File: config.mk
export PLATFORM = sky130hd
export DESIGN_NAME = relu_pool
export DESIGN_NICKNAME = d
export VERILOG_FILES = /design/src/rtl/relu_pool_pkg.sv /design/src/rtl/pool_line_buf.sv /design/src/rtl/relu_pool.sv
export SDC_FILE = /design/constraint.sdc
export NUM_CORES = 1
export LEC_CHECK = 0
export ABC_CLOCK_PERIOD_IN_PS = 14300
export BUFFER_PORTS_ARGS = -buffer_cell sky130_fd_sc_hd__clkbuf_2
export CAP_MARGIN = 20
export CORE_ASPECT_RATIO = 1.4
export CORE_MARGIN = 2
export CORE_UTILIZATION = 55
export DETAILED_ROUTE_END_ITERATION = 10
export PLACE_DENSITY_LB_ADDON = 0.12
export SLEW_MARGIN = 20
export SYNTH_ARGS = -nofsm -noshare
export SYNTH_HDL_FRONTEND = slang
export SYNTH_SLANG_ARGS = --single-unit
File: constraint.sdc
create_clock -name i_clk -period 14.3 [get_ports i_clk]
set_input_delay 0.715 -clock i_clk [delete_from_list [all_inputs] [get_ports i_clk]]
set_output_delay 0.715 -clock i_clk [all_outputs]
set_load 0.05 [all_outputs]
File: src/rtl/relu_pool_pkg.sv
// Shared encodings for relu_pool and the sequencer that drives the PE array and this stage.
package relu_pool_pkg;

    typedef enum logic [1:0] {
        IDLE  = 2'd0,
        RUN   = 2'd1,
        FLUSH = 2'd2
    } state_e;

    // Encoded as pool size minus one, matching the i_pool input.
    typedef enum logic [1:0] {
        POOL_1X1 = 2'd0,
        POOL_2X2 = 2'd1,
        POOL_3X3 = 2'd2,
        POOL_4X4 = 2'd3
    } pool_e;

endpackage

File: src/rtl/pool_line_buf.sv
// Per-output-column partial maxima: combinational read and synchronous write at one index.
module pool_line_buf #(
    parameter int DATA_WIDTH = 8,
    parameter int DEPTH      = 32,
    parameter int AW         = $clog2(DEPTH)
) (
    input  logic                         i_clk,
    input  logic                         i_we,
    input  logic [AW-1:0]                i_addr,
    input  logic signed [DATA_WIDTH-1:0] i_wdata,
    output logic signed [DATA_WIDTH-1:0] o_rdata
);

    logic signed [DATA_WIDTH-1:0] mem_q [DEPTH];

    always_ff @(posedge i_clk) begin
        if (i_we) begin
            mem_q[i_addr] <= i_wdata;
        end
    end

    assign o_rdata = mem_q[i_addr];

endmodule

File: src/rtl/relu_pool.sv
// Streaming ReLU plus non-overlapping k x k max-pooling of a raster-order sample stream.
module relu_pool
    import relu_pool_pkg::*;
#(
    parameter int DATA_WIDTH = 8,
    parameter int MAX_WIDTH  = 64,
    parameter int DIM_BITS   = 7
) (
    input  logic                         i_clk,
    input  logic                         i_rst,
    input  logic                         i_start,
    input  logic                         i_relu,
    input  logic [1:0]                   i_pool,
    input  logic [DIM_BITS-1:0]          i_fmap_width,
    input  logic [DIM_BITS-1:0]          i_fmap_height,
    input  logic                         i_valid,
    input  logic signed [DATA_WIDTH-1:0] i_data,
    output logic                         o_ready,
    output logic                         o_valid,
    output logic signed [DATA_WIDTH-1:0] o_data,
    output logic                         o_last,
    input  logic                         i_ready,
    output logic                         o_busy,
    output logic                         o_done
);

    localparam int AW = $clog2(MAX_WIDTH / 2);

    typedef logic signed [DATA_WIDTH-1:0] sample_t;

    function automatic sample_t smax(input sample_t a, input sample_t b);
        return (a > b) ? a : b;
    endfunction

    state_e              state_q;
    logic                relu_q;
    pool_e               kmax_q;
    logic [DIM_BITS-1:0] w_q, h_q;
    logic [DIM_BITS-1:0] col_q, row_q;
    logic [1:0]          cx_q, ry_q;
    logic [AW-1:0]       oc_q;
    sample_t             hmax_q;
    logic                o_valid_q, o_last_q, done_q;
    sample_t             o_data_q;

    sample_t             x, h_d, buf_rd, buf_wd, emit_data;
    logic                acc, hs, seg_done, emit, buf_we, last_col, last_px, last_win;
    logic [DIM_BITS:0]   col_end, row_end;

    always_comb begin
        x         = (relu_q && i_data < 0) ? '0 : i_data;
        h_d       = (cx_q == 2'd0) ? x : smax(hmax_q, x);
        acc       = o_ready && i_valid;
        hs        = o_valid_q && i_ready;
        seg_done  = (cx_q == kmax_q);
        emit      = acc && seg_done && (ry_q == kmax_q);
        emit_data = (kmax_q == POOL_1X1) ? h_d : smax(buf_rd, h_d);
        buf_we    = acc && seg_done && (ry_q != kmax_q);
        buf_wd    = (ry_q == 2'd0) ? h_d : smax(buf_rd, h_d);
        last_col  = (col_q == w_q - 1'b1);
        last_px   = last_col && (row_q == h_q - 1'b1);
        // Last window iff no further full segment fits to the right or below.
        col_end   = {1'b0, col_q} + (DIM_BITS+1)'(kmax_q) + 1'b1;
        row_end   = {1'b0, row_q} + (DIM_BITS+1)'(kmax_q) + 1'b1;
        last_win  = (col_end >= {1'b0, w_q}) && (row_end >= {1'b0, h_q});
    end

    assign o_ready = (state_q == RUN) && (!o_valid_q || i_ready);
    assign o_valid = o_valid_q;
    assign o_data  = o_data_q;
    assign o_last  = o_last_q;
    assign o_busy  = (state_q != IDLE);
    assign o_done  = done_q;

    pool_line_buf #(
        .DATA_WIDTH (DATA_WIDTH),
        .DEPTH      (MAX_WIDTH / 2),
        .AW         (AW)
    ) u_line_buf (
        .i_clk   (i_clk),
        .i_we    (buf_we),
        .i_addr  (oc_q),
        .i_wdata (buf_wd),
        .o_rdata (buf_rd)
    );

    always_ff @(posedge i_clk or posedge i_rst) begin
        if (i_rst) begin
            state_q   <= IDLE;
            relu_q    <= 1'b0;
            kmax_q    <= POOL_1X1;
            w_q       <= '0;
            h_q       <= '0;
            col_q     <= '0;
            row_q     <= '0;
            cx_q      <= '0;
            ry_q      <= '0;
            oc_q      <= '0;
            hmax_q    <= '0;
            o_valid_q <= 1'b0;
            o_last_q  <= 1'b0;
            o_data_q  <= '0;
            done_q    <= 1'b0;
        end else begin
            done_q <= 1'b0;
            if (hs) begin
                o_valid_q <= 1'b0;
                o_last_q  <= 1'b0;
            end
            if (emit) begin
                o_valid_q <= 1'b1;
                o_data_q  <= emit_data;
                o_last_q  <= last_win;
            end
            case (state_q)
                IDLE: begin
                    // A start landing on the done cycle is dropped.
                    if (i_start && !done_q) begin
                        relu_q  <= i_relu;
                        kmax_q  <= pool_e'(i_pool);
                        w_q     <= i_fmap_width;
                        h_q     <= i_fmap_height;
                        col_q   <= '0;
                        row_q   <= '0;
                        cx_q    <= '0;
                        ry_q    <= '0;
                        oc_q    <= '0;
                        state_q <= RUN;
                    end
                end
                RUN: begin
                    if (acc) begin
                        hmax_q <= h_d;
                        if (last_col) begin
                            col_q <= '0;
                            cx_q  <= '0;
                            oc_q  <= '0;
                            row_q <= row_q + 1'b1;
                            ry_q  <= (ry_q == kmax_q) ? 2'd0 : ry_q + 1'b1;
                        end else begin
                            col_q <= col_q + 1'b1;
                            if (seg_done) begin
                                cx_q <= '0;
                                oc_q <= oc_q + 1'b1;
                            end else begin
                                cx_q <= cx_q + 1'b1;
                            end
                        end
                        if (last_px) begin
                            state_q <= FLUSH;
                        end
                    end
                end
                FLUSH: begin
                    if (!o_valid_q || i_ready) begin
                        state_q <= IDLE;
                        done_q  <= 1'b1;
                    end
                end
                default: state_q <= IDLE;
            endcase
        end
    end

endmodule

After elaboration in Yosys (flattened, before gate mapping) --
Memories as Yosys holds them, arrays and structs flattened. Index checks and enable logic that the tools add are counted. W data, S select, Z words.
Word-level totals: register bits 61, bits in writable memories 256, bits of input ports 30, output and inout port bits 13, word-level logic and storage cells 110, memories 1
Cells by class: add/subtract/negate cells 11, magnitude comparators 5, eq/ne operators 13, muxes and demuxes 39, reductions and logical operators 26
Memories:
- u_line_buf.mem_q | depth 32, width 8, read ports 1, clocked after memory_dff 0, wr ports 1, RTL line pool_line_buf.sv:14 | logic signed [DATA_WIDTH-1:0] mem_q [DEPTH];
Operators by type and width (count):
- $mux W8 | 6
- $mux W7 | 5
- $pmux W7 S2 | 2
- $mux W2 | 11
- $mux W5 | 4
- $add A7 B2 Y8 | 2
- $add A8 B1 Y8 const B | 2
- $ge A8 B7 Y1 | 2
- $gt A8 B8 Y1 | 2
- $add A7 B1 Y7 const B | 2
- $eq A7 B7 Y1 | 2
- $sub A7 B1 Y7 const B | 2
- $reduce_and A4 Y1 | 3
- $logic_and A1 B1 Y1 | 10
- $ne A2 B2 Y1 const B | 5
- $pmux W5 S2 | 1
- $logic_not A2 Y1 | 4
- $lt A8 B1 Y1 const B | 1
- $pmux W2 S2 | 2
- $mux W1 | 7
- $pmux W2 S3 | 1
- $reduce_bool A2 Y1 | 3
- $add A5 B1 Y5 const B | 1
- $add A2 B1 Y2 const B | 2
- 9 further kinds | 12

Depth between registers and ports, before layout --
word-level depth 9, gate-level depth with buffers 19, mapped depth without buffers 17

Cells and area by module --
Synthesis repeated with hierarchy kept, for this count alone.
Unflattened totals: cell total of the unflattened synthesis 1062, area, all modules 14298.7 um2
By module, submodules not included:
- pool_line_buf | instances 1, cells each 568, area an instance 10047.1 um2, sequential area each 7687.4 um2
- relu_pool | instances 1, cells each 494, area an instance 4251.6 um2, sequential area each 1526.5 um2

Worst setup path before layout --
Ideal clock, no wire load.
path type input port to flip-flop, start input i_data[7], end memory u_line_buf.mem_q[0][4] (data pin), arrival time 4.733 ns, required time 13.923 ns, slack 9.190 ns, stages 16, path buffers 2, path through nand2_1 nand2_1 ha_1 and4_1 a2111oi_0 a21boi_1 nand2b_1 buf_2 mux2_2 ha_1 nor4b_1 o221ai_1 nand3b_1 clkbuf_1 nor2_1 a21oi_1
Between the ends: cells in the longest elaborated chain, start to end 9
Ends and longest elaborated chain:
- from (decl) | RTL line relu_pool.sv:17 | input logic signed [DATA_WIDTH-1:0] i_data,
- $lt A8 B1 Y1 | RTL line relu_pool.sv:51 | x = (relu_q && i_data < 0) ? '0 : i_data;
- $logic_and A1 B1 Y1 | RTL line relu_pool.sv:51
- $mux W8 * | RTL line relu_pool.sv:51
- $gt A8 B8 Y1 | RTL line relu_pool.sv:32 | return (a > b) ? a : b;
- $mux W8 | RTL line relu_pool.sv:32
- $mux W8 * | RTL line relu_pool.sv:52 | h_d = (cx_q == 2'd0) ? x : smax(hmax_q, x);
- $gt A8 B8 Y1 | RTL line relu_pool.sv:32
- $mux W8 | RTL line relu_pool.sv:32
- $mux W8 * | RTL line relu_pool.sv:59 | buf_wd = (ry_q == 2'd0) ? h_d : smax(buf_rd, h_d);
- named net buf_wd[4] | RTL line relu_pool.sv:46 | sample_t x, h_d, buf_rd, buf_wd, emit_data;
- to (decl) | RTL line pool_line_buf.sv:14
The timed path passes the listed nets; every way through them passes the cells marked *.

Final worst setup path --
start register oc_q[1], end memory u_line_buf.mem_q[10][0] (data pin)
Between the ends: cells in the longest elaborated chain, start to end 4
Ends and longest elaborated chain:
- from (decl) | RTL line relu_pool.sv:41 | logic [AW-1:0] oc_q;
- from (signal assigned) | RTL line relu_pool.sv:144 | oc_q <= oc_q + 1'b1;
- $mem_v2 Z32 W8 *
- $gt A8 B8 Y1 | RTL line relu_pool.sv:32
- $mux W8 * | RTL line relu_pool.sv:32
- $mux W8 * | RTL line relu_pool.sv:59
- named net buf_wd[0] | RTL line relu_pool.sv:46
Marks and branches as above.

==> impl_metrics.env <==
export IMPL_layout_commonest_cell="edfxtp_1"
export IMPL_fmax_mhz=185
export IMPL_irDropWorstVdd_v=0.000151
export IMPL_syn2layout_area_growth_pct=10.2
export IMPL_path_cells="buf_4, mux2i_1, o22ai_1, nor4_1, nand2_1, ha_1, nor4b_1, o221ai_1, nand3b_1, mux2_2"
export IMPL_viasPerCell=6.07
export IMPL_insertedDiodeCount=0
export IMPL_drt_wl_total_um=34100
export IMPL_drc_errors=0
export IMPL_wl_per_cell_um=23.6
export IMPL_cts_hold_buf=0
export IMPL_slew_violations=0
export IMPL_crit_buf_inv=1
export IMPL_final_cell_mix="256 x edfxtp_1, 109 x mux2i_1, 79 x nand2_1, 68 x nor2_1, 60 x dfrtp_1"
export IMPL_numCtsBuffers=29
export IMPL_postRouteAntennaNets=0
export IMPL_yosysUniqueCellTypes=60
export IMPL_cts_tree="done"
export IMPL_synth_seq_area_share_pct=64.0
export IMPL_num_fill_cells=2011
export IMPL_synth_top_family_by_area="simple AND/OR/NAND/NOR gates"
export IMPL_synth_flop_cell="edfxtp_1"
export IMPL_gp_congestion=0.890
export IMPL_syn_area_per_cell_um2=13.5
export IMPL_crit_family="simple AND/OR/NAND/NOR gates"
export IMPL_slew_headroom_pct=27.5
export IMPL_grt_pass1_wl_um=52500
export IMPL_path_clk_slew_ps=60
export IMPL_dp_worst_setup_slack_ps=8760
export IMPL_async_reset_ff_share_pct=19.2
export IMPL_cap_violations=0
export IMPL_worstPathRequired_ps=14550
export IMPL_drt_iter0_drc=727
export IMPL_die_h_um=195
export IMPL_vias=8784
export IMPL_clock_path_buffers=3
export IMPL_r2r_start="oc_q[1]"
export IMPL_rows=70
export IMPL_h_tree_depth=1
export IMPL_multi_input_area_um2=4860
export IMPL_clock_skew_ps=16.8
export IMPL_yosys_mux_area_fraction_pct=9.69
export IMPL_grt_overflow_total=0
export IMPL_cts_resized=0
export IMPL_synth_edf_count=256
export IMPL_fin_nets=1179
export IMPL_fin_crit_sh_pct=37.9
export IMPL_hold_viol=0
export IMPL_synth_xor_area_share_pct=2.35
export IMPL_drive_gt1_share_pct=11.4
export IMPL_yosys_warnings=0
export IMPL_dp_hpwl_um=23000
export IMPL_criticalPathCategory="reg2reg"
export IMPL_clockRootBuffer="clkbuf_16"
export IMPL_clk_latency_ps=560
export IMPL_synthSimpleGateAreaFrac_pct=9.75
export IMPL_syn_nets=1140
export IMPL_status="finished, final reports clean"
export IMPL_crit_path_max_incr_delay_ps=780
export IMPL_syn_inst=1064
export IMPL_critPathLaunchType="register"
export IMPL_ff2ff_path_depth=10
export IMPL_cts_setup_buffers=0
export IMPL_rrSetupSlack_ps=8880
export IMPL_rsz0062_at_grt="no"
export IMPL_synth_compound_area_share_pct=7.62
export IMPL_p_leak_uw=0.00575
export IMPL_boundaryPins=43
export IMPL_crit_fanout=51
export IMPL_finalSetupViolations=0
export IMPL_power_density_nw_per_um2=229
export IMPL_die_area_um2=27500
export IMPL_min_path_type="in2async"
export IMPL_cts_sink_count=317
export IMPL_start_util_pct=55.5
export IMPL_firstDrtPassIters=5
export IMPL_layout_setup_ws_ps=8880
export IMPL_die_w_um=141
export IMPL_grt_start_max_net_pins=62
export IMPL_post_route_min_period_ps=5420
export IMPL_crit_arrival_ps=5670
export IMPL_core_area_um2=25900
export IMPL_end_kind="register"
export IMPL_portBuffers=42
export IMPL_yosys_register_bits=317
export IMPL_setup_tns_final_ps=0
export IMPL_antenna_found_initial=0
export IMPL_worstMarginPinSlew_ps=1080
export IMPL_reg2reg_to="u_line_buf.mem_q[10][0]"
export IMPL_grt_pass1_vias=8827
export IMPL_worst_path_stages=10
export IMPL_synth_fa_ha_area_share_pct=4.10
export IMPL_synth_area_um2=14400
export IMPL_seq_area_um2=9220
export IMPL_crit_path_top_delay_cell="nor4_1"
export IMPL_grt_usage_pct=25.2
==> layout make-up <==
class | count | share of cell area [%]
clock inverters | 15 | 1.19
clock buffers | 35 | 4.72
inverters | 38 | 0.899
repair buffers | 54 | 1.89
multi-input cells | 663 | 30.6
well taps | 324 | 2.56
flip-flops and latches | 317 | 58.1
==> metrics by stage <==
| step | hold slack, ps | instances | utilization (%) | total power [uW] | instance area [um^2] |
|---|---|---|---|---|---|
| finish | 359 | 1446 | 61.2 | 3640 | 15900 |
| detailed placement | 501 | 1396 | 57.6 | 2870 | 14900 |
| global placement | 496 | 1396 | 57.6 | 2840 | 14900 |
| global route | 356 | 1446 | 61.2 | 3810 | 15900 |
| floorplan | 478 | 1064 | - | 2370 | 14400 |
| CTS | 340 | 1446 | 61.2 | 3650 | 15900 |
==> state kept, by name (all words and copies together) (netlist names) <==
name and cells:
h_q 7, relu_q 1, o_last 1, o_done 1
ry_q 2, state_q 2, u_line_buf.mem_q 256, hmax_q 8
oc_q 5, cx_q 2, o_valid 1, row_q 7
w_q 7, col_q 7, kmax_q 2, o_data 8
==> logic make-up after synthesis <==
kind of cell	after synthesis
mux	125
xor+xnor	37
compound gates	175
fa+ha+maj	46
simple gates	280
buf+inv	84
flops	317
==> tightest hold or removal path: stages <==
cell      delay, ps
clkbuf_2         90
inv_2            30
buf_4           600
==> power by group <==
part	switching, uW	total [uW]	internal, uW
clock	328	785	458
sequential	95.1	1500	1410
combinational	932	1350	420
==> cells in the mapped netlist (4+ instances only) <==
cell | n | share of area [%]
clkbuf_1 | 20 | 0.52
nor3_1 | 10 | 0.35
xnor2_1 | 17 | 1.0
o21ai_0 | 47 | 1.6
edfxtp_1 | 256 | 53
nand2_1 | 79 | 2.1
nor2b_1 | 12 | 0.52
inv_1 | 38 | 0.99
xor2_1 | 19 | 1.2
o211ai_1 | 12 | 0.63
buf_2 | 19 | 0.66
nor4_1 | 12 | 0.52
mux4_2 | 11 | 1.7
nor3b_1 | 10 | 0.52
o22ai_1 | 58 | 2.5
o31ai_1 | 4 | 0.21
dfrtp_1 | 61 | 11
and3_1 | 7 | 0.30
nand3_1 | 27 | 0.94
or2_2 | 4 | 0.17
mux2_2 | 5 | 0.39
nand4_1 | 11 | 0.48
nor2_1 | 68 | 1.8
mux2i_1 | 109 | 7.6
or3b_2 | 5 | 0.30
and4_1 | 4 | 0.24
nand3b_1 | 7 | 0.37
ha_1 | 44 | 3.8
nand2b_1 | 14 | 0.61
a21oi_1 | 29 | 1.0
==> how the worst max path moves through the flow <==
stage                                          to  startpoint  slack [ps]
final                     u_line_buf.mem_q[10][0]     oc_q[1]        8880
after global routing      u_line_buf.mem_q[10][0]      relu_q        8680
after CTS                  u_line_buf.mem_q[8][0]     oc_q[1]        8860
after detailed placement  u_line_buf.mem_q[13][0]   i_data[7]        8760
after global placement    u_line_buf.mem_q[25][0]     oc_q[1]        8960
after floorplan            u_line_buf.mem_q[0][4]   i_data[7]        9190
==> routing by layer <==
layer	share of wire, %	up-vias	track usage [%]
met5	0	-	0
met4	4.7	0	12.1
met3	4.8	79	3.04
met2	52	273	44.5
met1	39	4331	30.8
li1	-	4101	-
Power figures use the tool's default switching activity.
